===== src/rtl/seg7_pkg.sv =====
// Shared types, glyph table and helpers for the multiplexed 7-segment display driver.
package seg7_pkg;

    typedef logic [6:0] seg_t;

    localparam seg_t SEG_OFF = 7'h00;

    // Segment order {G,F,E,D,C,B,A}; b and d use lowercase glyphs.
    localparam seg_t SEG_LUT [0:15] = '{
        7'h3F, 7'h06, 7'h5B, 7'h4F, 7'h66, 7'h6D, 7'h7D, 7'h07,
        7'h7F, 7'h6F, 7'h77, 7'h7C, 7'h39, 7'h5E, 7'h79, 7'h71
    };

    function automatic logic [7:0] onehot(input int unsigned idx, input int unsigned digits);
        logic [7:0] oh;
        oh = '0;
        for (int unsigned i = 0; i < 8; i++) begin
            if (i == idx && i < digits) oh[i] = 1'b1;
        end
        return oh;
    endfunction

endpackage


===== src/rtl/seg7_decode.sv =====
// Combinational hex nibble to segment-pattern lookup.
module seg7_decode
    import seg7_pkg::*;
(
    input  logic [3:0] nib_i,
    output seg_t       seg_o
);

    assign seg_o = SEG_LUT[nib_i];

endmodule


===== src/rtl/seg7_scan_driver.sv =====
// Multiplexed N-digit 7-segment scan driver with frame-synchronous double buffering,
// leading-zero suppression, per-digit blanking and an anti-ghosting guard interval.
module seg7_scan_driver
    import seg7_pkg::*;
#(
    parameter int DIGITS         = 4,
    parameter int DIV            = 16,
    parameter int GUARD          = 4,
    parameter int SEG_ACTIVE_LOW = 0,
    parameter int AN_ACTIVE_LOW  = 1,
    parameter int LZ_BLANK       = 1
) (
    input  logic                  clk,
    input  logic                  rst,
    input  logic [4*DIGITS-1:0]   value,
    input  logic [DIGITS-1:0]     dp,
    input  logic [DIGITS-1:0]     blank,
    input  logic                  load,
    output logic [6:0]            seg,
    output logic                  dp_out,
    output logic [DIGITS-1:0]     an,
    output logic                  frame_start
);

    localparam int                IDX_W    = (DIGITS > 1) ? $clog2(DIGITS) : 1;
    localparam logic [IDX_W-1:0]  LAST_IDX = IDX_W'(DIGITS - 1);
    localparam logic [DIV-1:0]    GUARD_C  = DIV'(GUARD);
    localparam seg_t              SEG_IDLE = (SEG_ACTIVE_LOW != 0) ? ~SEG_OFF : SEG_OFF;
    localparam logic              DP_IDLE  = (SEG_ACTIVE_LOW != 0);
    localparam logic [DIGITS-1:0] AN_IDLE  = (AN_ACTIVE_LOW != 0) ? '1 : '0;

    logic [DIV-1:0]          cnt_q, cnt_d;
    logic [IDX_W-1:0]        idx_q, idx_d;
    logic [4*DIGITS-1:0]     act_val_q, act_val_d, pend_val_q, pend_val_d;
    logic [DIGITS-1:0]       act_dp_q, act_dp_d, pend_dp_q, pend_dp_d;
    logic [DIGITS-1:0]       act_blank_q, act_blank_d, pend_blank_q, pend_blank_d;
    logic                    pend_vld_q, pend_vld_d;
    seg_t                    seg_q, seg_d;
    logic                    dp_q, dp_d;
    logic [DIGITS-1:0]       an_q, an_d;
    logic                    fs_q, fs_d;

    logic                    wrap, frame_wrap, guard;
    logic [3:0]              nib;
    seg_t                    dec_seg, seg_lit;
    logic                    dp_lit;
    logic [DIGITS-1:0]       lz_sup;
    logic                    zero_run;
    logic [7:0]              oh_full;

    seg7_decode u_decode (
        .nib_i (nib),
        .seg_o (dec_seg)
    );

    // A digit is suppressed when it and every more significant nibble are zero.
    always_comb begin
        lz_sup   = '0;
        zero_run = 1'b1;
        for (int i = DIGITS - 1; i >= 1; i--) begin
            zero_run  = zero_run && (act_val_q[4*i +: 4] == 4'h0);
            lz_sup[i] = (LZ_BLANK != 0) && zero_run;
        end
    end

    always_comb begin
        wrap       = &cnt_q;
        frame_wrap = wrap && (idx_q == LAST_IDX);
        cnt_d      = cnt_q + 1'b1;
        idx_d      = idx_q;
        if (wrap) idx_d = (idx_q == LAST_IDX) ? '0 : idx_q + 1'b1;

        act_val_d    = act_val_q;
        act_dp_d     = act_dp_q;
        act_blank_d  = act_blank_q;
        pend_val_d   = pend_val_q;
        pend_dp_d    = pend_dp_q;
        pend_blank_d = pend_blank_q;
        pend_vld_d   = pend_vld_q;
        if (load) begin
            pend_val_d   = value;
            pend_dp_d    = dp;
            pend_blank_d = blank;
            pend_vld_d   = 1'b1;
        end
        // A load landing on the frame wrap bypasses pending and commits at once.
        if (frame_wrap) begin
            if (load) begin
                act_val_d   = value;
                act_dp_d    = dp;
                act_blank_d = blank;
                pend_vld_d  = 1'b0;
            end else if (pend_vld_q) begin
                act_val_d   = pend_val_q;
                act_dp_d    = pend_dp_q;
                act_blank_d = pend_blank_q;
                pend_vld_d  = 1'b0;
            end
        end
        fs_d = frame_wrap;

        nib     = act_val_q[{idx_q, 2'b00} +: 4];
        seg_lit = (act_blank_q[idx_q] || lz_sup[idx_q]) ? SEG_OFF : dec_seg;
        dp_lit  = !act_blank_q[idx_q] && act_dp_q[idx_q];
        oh_full = onehot(32'(idx_q), DIGITS);
        guard   = (cnt_q < GUARD_C);

        seg_d = guard ? SEG_OFF : seg_lit;
        dp_d  = guard ? 1'b0 : dp_lit;
        an_d  = guard ? '0 : oh_full[DIGITS-1:0];
        if (SEG_ACTIVE_LOW != 0) begin
            seg_d = ~seg_d;
            dp_d  = ~dp_d;
        end
        if (AN_ACTIVE_LOW != 0) an_d = ~an_d;
    end

    always_ff @(posedge clk) begin
        if (rst) begin
            cnt_q        <= '0;
            idx_q        <= '0;
            act_val_q    <= '0;
            act_dp_q     <= '0;
            act_blank_q  <= '0;
            pend_val_q   <= '0;
            pend_dp_q    <= '0;
            pend_blank_q <= '0;
            pend_vld_q   <= 1'b0;
            seg_q        <= SEG_IDLE;
            dp_q         <= DP_IDLE;
            an_q         <= AN_IDLE;
            fs_q         <= 1'b0;
        end else begin
            cnt_q        <= cnt_d;
            idx_q        <= idx_d;
            act_val_q    <= act_val_d;
            act_dp_q     <= act_dp_d;
            act_blank_q  <= act_blank_d;
            pend_val_q   <= pend_val_d;
            pend_dp_q    <= pend_dp_d;
            pend_blank_q <= pend_blank_d;
            pend_vld_q   <= pend_vld_d;
            seg_q        <= seg_d;
            dp_q         <= dp_d;
            an_q         <= an_d;
            fs_q         <= fs_d;
        end
    end

    assign seg         = seg_q;
    assign dp_out      = dp_q;
    assign an          = an_q;
    assign frame_start = fs_q;

endmodule


===== config.mk =====
export PLATFORM = sky130hd
export DESIGN_NAME = seg7_scan_driver
export DESIGN_NICKNAME = d
export VERILOG_FILES = /design/src/rtl/seg7_pkg.sv /design/src/rtl/seg7_decode.sv /design/src/rtl/seg7_scan_driver.sv
export SDC_FILE = /design/constraint.sdc
export NUM_CORES = 1
export LEC_CHECK = 0
export ABC_AREA = 1
export BUFFER_PORTS_ARGS = -buffer_cell sky130_fd_sc_hd__buf_4
export CAP_MARGIN = 5
export CELL_PAD_IN_SITES_DETAIL_PLACEMENT = 1
export CELL_PAD_IN_SITES_GLOBAL_PLACEMENT = 2
export CORE_MARGIN = 1
export CORE_UTILIZATION = 35
export CTS_CLUSTER_SIZE = 30
export DETAILED_ROUTE_END_ITERATION = 10
export PLACE_DENSITY_LB_ADDON = 0.1
export SYNTH_ARGS = -nofsm -noshare
export SYNTH_HDL_FRONTEND = slang
export SYNTH_SLANG_ARGS = --single-unit

===== constraint.sdc =====
create_clock -name clk -period 5.96 [get_ports clk]
set_input_delay 0.298 -clock clk [delete_from_list [all_inputs] [get_ports clk]]
set_output_delay 0.298 -clock clk [all_outputs]
set_load 0.05 [all_outputs]

==> results_dict.tcl, run 1 <==
set metrics [dict create \
    worstPathRequired_ns 6.26 \
    synthFlopType "dfxtp_1" \
    core_um2 10800 \
    combPwrFrac_pct 6.9 \
    drv_cap 0 \
    ir_worst_vdd_uv 89.7 \
    tightestPinTransition_ns 1.14 \
    final_common_cell "nand2_1" \
    grtUsageMet1_pct 22.1 \
    start_kind "flip-flop" \
    drtAntennaViolNets 0 \
    cts_resized 0 \
    tns_ns 0 \
    placed_cells 744 \
    timing.slew.headroom_pct 24.0 \
    p_int_mw 0.780 \
    clkSinkCount 80 \
    numCtsBuffers 9 \
    clk_path_buf_depth 2 \
    stdcell_count 760 \
    drc 0 \
    max_freq_mhz 384 \
    status "finished, final reports clean" \
    cp_max_fo 28 \
    port_buffers 39 \
    path_delay_family "adder cells" \
    swShare_pct 24.7 \
    std_cell_rows 38 \
    yosys_warnings 0 \
    use_met3_pct 2.48 \
    final_cell_area_um2 4440 \
    cp_cell_sequence "ha_1, nand3_4, nand2_1, inv_1, nor2_1" \
    place_hpwl_mm 6.89 \
    cp.arrival_ns 2.90 \
    synth_edf_count 0 \
    cp-end-kind "flip-flop" \
    setup_violations 0 \
    grt_pass1_wl_mm 16.6 \
    syn_nets 630 \
    place_congestion 0.758 \
    die_w_um 108 \
    cts_hold_buf 0 \
    dpl-instance-area_um2 4240 \
    busiest_layer "met2" \
    antenna_found_initial 0 \
    grt_max_degree 50 \
    hold_violations 0 \
    ff2ff_path_depth 5 \
    grt_use_total_pct 18.2 \
    first_pass_iters 4 \
    place_ws_ns 3.33 \
    power.switching_mw 0.256 \
    tritoncts "built" \
    min_delay_path_depth 5 \
    use_met2_pct 32.0 \
    dieArea_um2 11600 \
    worst_slack_ns 3.35 \
    rsz0062_at_grt "no" \
    hp-class "input pin to flip-flop" \
    min_period_ns 2.61 \
    synth_top_cell_by_area "dfxtp_1" \
    fin_util_pct 40.9 \
    drv_slew 0 \
    postRouteWirelength_mm 9.44 \
    power_frac_seq_pct 53.4 \
    max_stage_delay_ns 1.04 \
    initial_core_util_pct 36.1 \
    drive_above_1_share_pct 10.5 \
    cts_root_buf "clkbuf_8" \
    antennaDiodeCount 0 \
    async_reset_ff_share_pct 0 \
    ys_ff_latch 80 \
    cts_setup_buffers 0 \
    cts_max_level 3 \
    worst-path-stages 5 \
    synthCells 591 \
    clock_latency_ns 0.37 \
    p_leak_nw 2.10 \
    drt-initial-drc-count 94 \
    final_cell_mix "nand2_1 (158), inv_1 (99), nor2_1 (95), dfxtp_1 (80), buf_4 (39)" \
    avgSynthCellArea_um2 6.62 \
    clockPowerShare_pct 39.7 \
    syn_area_um2 3910 \
    syn_to_final_growth_pct 13.5 \
    worstSetupPathType "flip-flop to flip-flop" \
    netlist_top_cells_area "dfxtp_1 (41%), nand2_1 (15%), inv_1 (9.5%)" \
    power_density_nw_per_um2 233 \
    synth_top_area_share_pct 41.0 \
    ioPinCount 40 \
    drt-wirelength-per-cell_um 12.4 \
    skew_ns 0.0142 \
    whs_ns 0.294 \
    fillCellCount 1435 \
    via_per_inst 4.60 \
    num_vias 3494 \
    path_buf_inv 1 \
    seq_area_frac_synth_pct 41.0 \
    total_power_mw 1.04 \
    synth.distinct_cells 26 \
    min_period_over_period_pct 43.7 \
    fin_nets 654 \
    clk_pin_slew_ns 0.09 \
    die_height_um 108 \
    grt_pass1_vias 3575 \
    grt_overflow 0 \
    cp_slowest_cell "ha_1" \
]
==> routing by layer <==
layer  up-vias  part of all wire (%)
li1       1849                     -
met1      1584                    49
met2        46                    47
met3        15                   2.4
met4         0                   1.9
met5         -                     0
==> area by class of cell <==
cell class                      instances  area [um2]  area share (%)
Clock inverter                          5        56.3            1.27
Tap cell                              140         175            3.95
Inverter                              102         383            8.63
Sequential cell                        80        1600            36.1
Timing Repair Buffer                   39         293            6.60
Clock buffer                           11         141            3.19
Multi-Input combinational cell        383        1790            40.3
==> final timing paths <==
kind | startpoint | end | slack [ns]
setup / recovery | idx_q[0]$_SDFFE_PP0P_ | act_val_q[14]$_SDFFE_PP0P_ | 3.35
setup reg to reg | idx_q[0]$_SDFFE_PP0P_ | act_val_q[14]$_SDFFE_PP0P_ | 3.35
hold / removal | blank[0] | pend_blank_q[0]$_SDFFE_PP0P_ | 0.29
hold reg to reg | cnt_q[0]$_SDFF_PP0_ | cnt_q[0]$_SDFF_PP0_ | 0.46
==> flip-flops by register name, indices dropped and copies added, names as in the netlist <==
signal / cells
act_dp_q: 4
idx_q: 2
pend_blank_q: 4
act_blank_q: 4
dp_out: 1
pend_dp_q: 4
frame_start: 1
cnt_q: 16
an: 4
seg: 7
act_val_q: 16
pend_val_q: 16
pend_vld_q: 1
==> synthesized netlist by cell type, types with 4 or more instances <==
| cell type | number |
|---|---|
| a21oi_1 | 15 |
| buf_1 | 6 |
| buf_2 | 8 |
| buf_6 | 4 |
| clkbuf_1 | 8 |
| dfxtp_1 | 80 |
| ha_1 | 12 |
| inv_1 | 99 |
| nand2_1 | 158 |
| nand3_1 | 22 |
| nand4_1 | 25 |
| nor2_1 | 95 |
| nor3_1 | 7 |
| o21ai_0 | 34 |
==> logic make-up after synthesis <==
kind of cell,count (synthesis),synth area share [%]
simple gates,316,34.3
buf+inv,128,13.3
flops,80,41.0
compound gates,54,7.33
fa+ha+maj,12,3.84
xor+xnor,1,0.224
==> worst register-to-register path, stage by stage (launching register included) <==
cell	delay, ns
dfxtp_1	0.76
ha_1	1.04
nand3_4	0.44
nand2_1	0.16
inv_1	0.05
nor2_1	0.09
==> power by group through the flow <==
stage                     logic [mW]  registers, mW  clock network [mW]
after floorplan               0.0403          0.571                   0
after global placement        0.0709          0.565                   0
after detailed placement      0.0732          0.566                   0
after CTS                     0.0735          0.553               0.423
after global routing          0.0824          0.555               0.443
final                         0.0713          0.553               0.412
No activity file was read; power rests on OpenSTA's default activity.
==> run 2: changes to the inputs <==
--- a/config.mk
+++ b/config.mk
@@ -11,7 +11,7 @@
 export CELL_PAD_IN_SITES_DETAIL_PLACEMENT = 1
 export CELL_PAD_IN_SITES_GLOBAL_PLACEMENT = 2
 export CORE_MARGIN = 1
-export CORE_UTILIZATION = 35
+export CORE_UTILIZATION = 32
 export CTS_CLUSTER_SIZE = 30
 export DETAILED_ROUTE_END_ITERATION = 10
 export PLACE_DENSITY_LB_ADDON = 0.1
==> constraint.sdc (replaced) <==
create_clock -name clk -period 2.6 [get_ports clk]
set_input_delay 0.13 -clock clk [delete_from_list [all_inputs] [get_ports clk]]
set_output_delay 0.13 -clock clk [all_outputs]
set_load 0.05 [all_outputs]
==> run 2 against run 1 <==
Non-clock buffer count increased by 5; routed wire length rose by 4.9%; final area increased by 3.7%; maximum frequency rose by 18%; critical path depth rose by 3; flip-flop and latch count unchanged; setup slack worse by 3.0 ns; first-iteration DRC count fell by 2.1%; via count is 2.2% higher; sequential power grew 130%; register-to-register slack worse by 3.0 ns; largest power group is now the clock network.
==> results_dict.tcl, run 2 (same netlist as run 1, synthesis figures left out) <==
set metrics [dict create \
    die_height_um 113 \
    place_hpwl_mm 7.34 \
    worstSetupPathType "flip-flop to flip-flop" \
    cts_max_level 3 \
    place_congestion 0.780 \
    hold_violations 0 \
    setup_violations 0 \
    grt_overflow 0 \
    path_delay_family "flip-flops" \
    postRouteWirelength_mm 9.90 \
    final_common_cell "nand2_1" \
    timing.slew.headroom_pct 54.7 \
    core_um2 12000 \
    max_freq_mhz 453 \
    min_from "dp[2]" \
    final_cell_mix "nand2_1 (158), inv_1 (99), nor2_1 (95), dfxtp_1 (80), buf_4 (44)" \
    syn_to_final_growth_pct 17.8 \
    r2r-end "seg[3]$_SDFF_PP0_" \
    start_kind "flip-flop" \
    status "finished, final reports clean" \
    ioPinCount 40 \
    std_cell_rows 40 \
    drv_slew 0 \
    ff2ff_path_depth 8 \
    p_leak_nw 2.19 \
    port_buffers 39 \
    drt-wirelength-per-cell_um 12.8 \
    num_vias 3571 \
    clk_pin_slew_ns 0.07 \
    cts_resized 0 \
    min_period_ns 2.21 \
    grt_pass1_vias 3675 \
    max_stage_delay_ns 0.76 \
    cp.arrival_ns 2.44 \
    whs_ns 0.152 \
    cp-end-kind "flip-flop" \
    drtAntennaViolNets 0 \
    cp_max_fo 22 \
    clkSinkCount 80 \
    die_w_um 113 \
    tightestPinTransition_ns 0.678 \
    cp_cell_sequence "nand2_1, a32oi_1, inv_1, ha_1, nand2_1, nand2_1, nor2_1, nor2_1" \
    antennaDiodeCount 0 \
    power_density_nw_per_um2 608 \
    cts_hold_buf 0 \
    grt_pass1_wl_mm 17.3 \
    clk_path_buf_depth 2 \
    numCtsBuffers 9 \
    clock_latency_ns 0.34 \
    cp_slowest_cell "dfxtp_1" \
    drt-initial-drc-count 92 \
    cts_setup_buffers 0 \
    hp-class "input pin to flip-flop" \
    cts_root_buf "clkbuf_16" \
    initial_core_util_pct 32.7 \
    path_buf_inv 1 \
    ir_worst_vdd_uv 216 \
    drv_cap 0 \
    regToRegStartpoint "idx_q[0]$_SDFFE_PP0P_" \
    tns_ns 0 \
    fin_nets 659 \
    r2r_slack_ns 0.39 \
    skew_ns 0.0107 \
    min_period_over_period_pct 85.0 \
    rsz0062_at_grt "no" \
    grt_max_degree 50 \
    first_pass_iters 4 \
    top_regs "act_val_q (16), cnt_q (16), pend_val_q (16)" \
    tritoncts "built" \
    drc 0 \
    min_delay_path_depth 5 \
    antenna_found_initial 0 \
    critPathMostFrequentCell "nand2_1" \
    hold_end "pend_dp_q[2]$_SDFFE_PP0P_" \
    grt_use_total_pct 17.2 \
    drive_above_1_share_pct 11.4 \
    via_per_inst 4.63 \
    worstPathRequired_ns 2.83 \
    dieArea_um2 12700 \
]
[run 2: cell count changes in the layout (fill, tap and decap cells not counted), sizes merged]
cell / previous run / this run
bufinv: 1 / 2
clkinvlp: 1 / 0
buf: 39 / 44
clkbuf: 11 / 9
inv: 101 / 103
[run 2: area by class of cell]
cell class | count | area, um2
fill | 1546 | 7360
inverter | 102 | 383
tap | 147 | 184
timing repair buffer | 44 | 330
clock buffer | 9 | 225
sequential | 80 | 1600
clock inverter | 7 | 92.6
multi-input combinational | 383 | 1790
[run 2: worst register-to-register path, cell delays in order, from the launching register on]
cell and delay [ns]:
dfxtp_1 0.76, nand2_1 0.13, a32oi_1 0.41, inv_1 0.17, ha_1 0.33, nand2_1 0.09
nand2_1 0.07, nor2_1 0.10, nor2_1 0.05
[run 2: per-stage QoR]
step / power [mW] / util (%) / worst slack (ns) / instances / cell area, um2
finish: 2.80 / 38.5 / 0.390 / 772 / 4600
global route: 2.92 / 38.5 / 0.141 / 772 / 4600
CTS: 2.86 / 38.5 / 0.379 / 772 / 4600
detailed placement: 1.47 / 35.8 / 0.421 / 756 / 4290
global placement: 1.46 / 35.8 / 0.560 / 756 / 4290
floorplan: 1.40 / - / 0.716 / 591 / 3910
[run 2: layer usage]
| metal | track usage, % | routed length (um) | vias up |
|---|---|---|---|
| met5 | 0 | 0 | - |
| li1 | - | - | 1862 |
| met3 | 2.70 | 196 | 11 |
| met2 | 30.3 | 4840 | 34 |
| met4 | 7.20 | 169 | 0 |
| met1 | 20.8 | 4700 | 1664 |
[run 2: worst max path at each step]
stage | startpoint | to | slack (ns) | depth (start not counted)
final | idx_q[0]$_SDFFE_PP0P_ | seg[3]$_SDFF_PP0_ | 0.39 | 8
after global placement | idx_q[0]$_SDFFE_PP0P_ | seg[3]$_SDFF_PP0_ | 0.56 | 8
after detailed placement | idx_q[0]$_SDFFE_PP0P_ | seg[3]$_SDFF_PP0_ | 0.42 | 8
after CTS | idx_q[0]$_SDFFE_PP0P_ | seg[3]$_SDFF_PP0_ | 0.38 | 8
after floorplan | idx_q[0]$_SDFFE_PP0P_ | seg[3]$_SDFF_PP0_ | 0.72 | 10
after global routing | idx_q[0]$_SDFFE_PP0P_ | seg[3]$_SDFF_PP0_ | 0.14 | 8
[run 2: report_power, final]
group / total [mW] / internal, mW / switching [mW]
sequential: 1.27 / 1.26 / 0.00930
combinational: 0.165 / 0.0612 / 0.104
clock: 1.37 / 0.842 / 0.525
total: 2.80 / 2.16 / 0.638
==> run 3: changes to the inputs <==
--- a/config.mk
+++ b/config.mk
@@ -11,7 +11,7 @@
 export CELL_PAD_IN_SITES_DETAIL_PLACEMENT = 1
 export CELL_PAD_IN_SITES_GLOBAL_PLACEMENT = 2
 export CORE_MARGIN = 1
-export CORE_UTILIZATION = 32
+export CORE_UTILIZATION = 29
 export CTS_CLUSTER_SIZE = 30
 export DETAILED_ROUTE_END_ITERATION = 10
 export PLACE_DENSITY_LB_ADDON = 0.1
==> constraint.sdc (replaced) <==
create_clock -name clk -period 1.96 [get_ports clk]
set_input_delay 0.098 -clock clk [delete_from_list [all_inputs] [get_ports clk]]
set_output_delay 0.098 -clock clk [all_outputs]
set_load 0.05 [all_outputs]
==> run 3 against run 2 <==
Clock skew down 0.0029 ns; clock-buffer cell count up 2; non-clock buffer count up 10; combinational power up 37%; final area up 3.5%; total power up 34%; routed wire length up 2.3%; sequential power up 32%; first-iteration DRC count up 34%; setup slack worse by 0.20 ns; clock power up 34%; core utilization down 2.4 points; critical endpoint is now seg[6]$_SDFF_PP0_.
==> results_dict.tcl, run 3 (same netlist as run 1, synthesis figures left out) <==
set metrics [dict create \
    cp_cell_sequence "buf_4, o211ai_1, nand2_2, inv_1, ha_1, inv_1, nand3_1, nand2_1, a21oi_1, nor2_1" \
    antenna_found_initial 0 \
    final_cell_mix "nand2_1 (157), inv_1 (98), nor2_1 (95), dfxtp_1 (79), buf_4 (53)" \
    clk_path_buf_depth 2 \
    std_cell_rows 42 \
    startpoint "idx_q[0]$_SDFFE_PP0P_" \
    start_kind "flip-flop" \
    hold_violations 0 \
    dieArea_um2 14000 \
    min_period_over_period_pct 90.3 \
    top_regs "act_val_q (16), cnt_q (16), pend_val_q (16)" \
    setup_violations 0 \
    cts_resized 0 \
    clkSinkCount 80 \
    worstSetupPathType "flip-flop to flip-flop" \
    critPathMostFrequentCell "inv_1" \
    cts_hold_buf 0 \
    total_power_mw 3.75 \
    grt_pass1_vias 3615 \
    max_freq_mhz 565 \
    tightestPinTransition_ns 0.456 \
    min_from "load" \
    numCtsBuffers 9 \
    drt-initial-drc-count 123 \
    initial_core_util_pct 29.6 \
    cp_max_fo 9 \
    cts_max_level 3 \
    first_pass_iters 4 \
    grt_pass1_wl_mm 17.4 \
    tritoncts "built" \
    drc 0 \
    grt_overflow 0 \
    drv_cap 0 \
    hp-class "input pin to flip-flop" \
    syn_to_final_growth_pct 21.9 \
    antennaDiodeCount 0 \
    postRouteWirelength_mm 10.1 \
    final_common_cell "nand2_1" \
    worst_slack_ns 0.190 \
    cts_setup_buffers 0 \
    cp_slowest_cell "dfxtp_1" \
    fin_nets 670 \
    num_vias 3539 \
    timing.slew.headroom_pct 69.4 \
    ioPinCount 40 \
    path_delay_family "simple AND/OR/NAND/NOR gates" \
    tns_ns 0 \
    die_height_um 118 \
    status "finished, final reports clean" \
    worstPathRequired_ns 2.19 \
    clock_latency_ns 0.34 \
    port_buffers 39 \
    power_density_nw_per_um2 787 \
    rsz0062_at_grt "no" \
    drv_slew 0 \
    skew_ns 0.00782 \
    ir_worst_vdd_uv 415 \
    place_hpwl_mm 7.55 \
    drive_above_1_share_pct 13.4 \
    die_w_um 118 \
    regToRegStartpoint "idx_q[0]$_SDFFE_PP0P_" \
    drt-wirelength-per-cell_um 12.5 \
    max_stage_delay_ns 0.34 \
    drtAntennaViolNets 0 \
    via_per_inst 4.36 \
    place_ws_ns 0.101 \
    core_um2 13200 \
    p_leak_nw 2.24 \
    place_congestion 0.740 \
    min_period_ns 1.77 \
    path_buf_inv 3 \
    cp-end-kind "flip-flop" \
    cts_root_buf "clkbuf_16" \
    grt_use_total_pct 15.7 \
    grt_max_degree 49 \
    clk_pin_slew_ns 0.06 \
    cp.arrival_ns 2.00 \
]
==> run 3: worst paths after layout <==
| kind | endpoint | slack, ns | cells past startpoint |
|---|---|---|---|
| min | pend_vld_q$_SDFF_PP0_ | 0.01 | 3 |
| max reg2reg | seg[6]$_SDFF_PP0_ | 0.19 | 10 |
| min reg2reg | cnt_q[0]$_SDFF_PP0_ | 0.44 | 1 |
| max | seg[6]$_SDFF_PP0_ | 0.19 | 10 |
==> run 3: routing by layer <==
metal / wire (um) / vias up / part of all wire, % / track usage (%)
met2: 4870 / 39 / 48 / 27.3
li1: - / 1888 / - / -
met3: 312 / 4 / 3.1 / 4.55
met1: 4860 / 1608 / 48 / 18.9
met5: 0 / - / 0 / 0
met4: 81 / 0 / 0.80 / 3.85
==> run 3: where the power goes <==
group	leakage [nW]	switching, mW	total [mW]	internal, mW
Clock	0.160	0.688	1.84	1.15
Combinational	1.43	0.142	0.226	0.0839
Sequential	0.652	0.0128	1.68	1.67
Total	2.24	0.843	3.75	2.91
==> run 3: metrics by stage <==
step                instances  hold WS [ns]  utilization, %  area (um2)
finish                    812        0.0135            36.1        4760
detailed placement        795         0.369            33.4        4410
global route              812        0.0359            36.1        4760
floorplan                 591         0.253               -        3910
CTS                       811       0.00548            35.9        4730
global placement          795         0.365            33.4        4410
==> run 3: layout make-up <==
cell class,instances,area (um2)
fillers,1695,8430
multi-input cells,384,1820
flip-flops and latches,80,1600
repair buffers,54,418
inverters,102,387
clock buffers,11,243
well taps,176,220
clock inverters,5,78.8
==> run 3: worst reg2reg max path, delay by kind of cell, from the launching register on <==
kind / cells / cell delay [ns]
DFF: 1 / 0.34
AOI/OAI and AO/OA: 2 / 0.37
adders and majority gates: 1 / 0.18
and+or+nand+nor: 4 / 0.42
buffers and inverters: 3 / 0.35
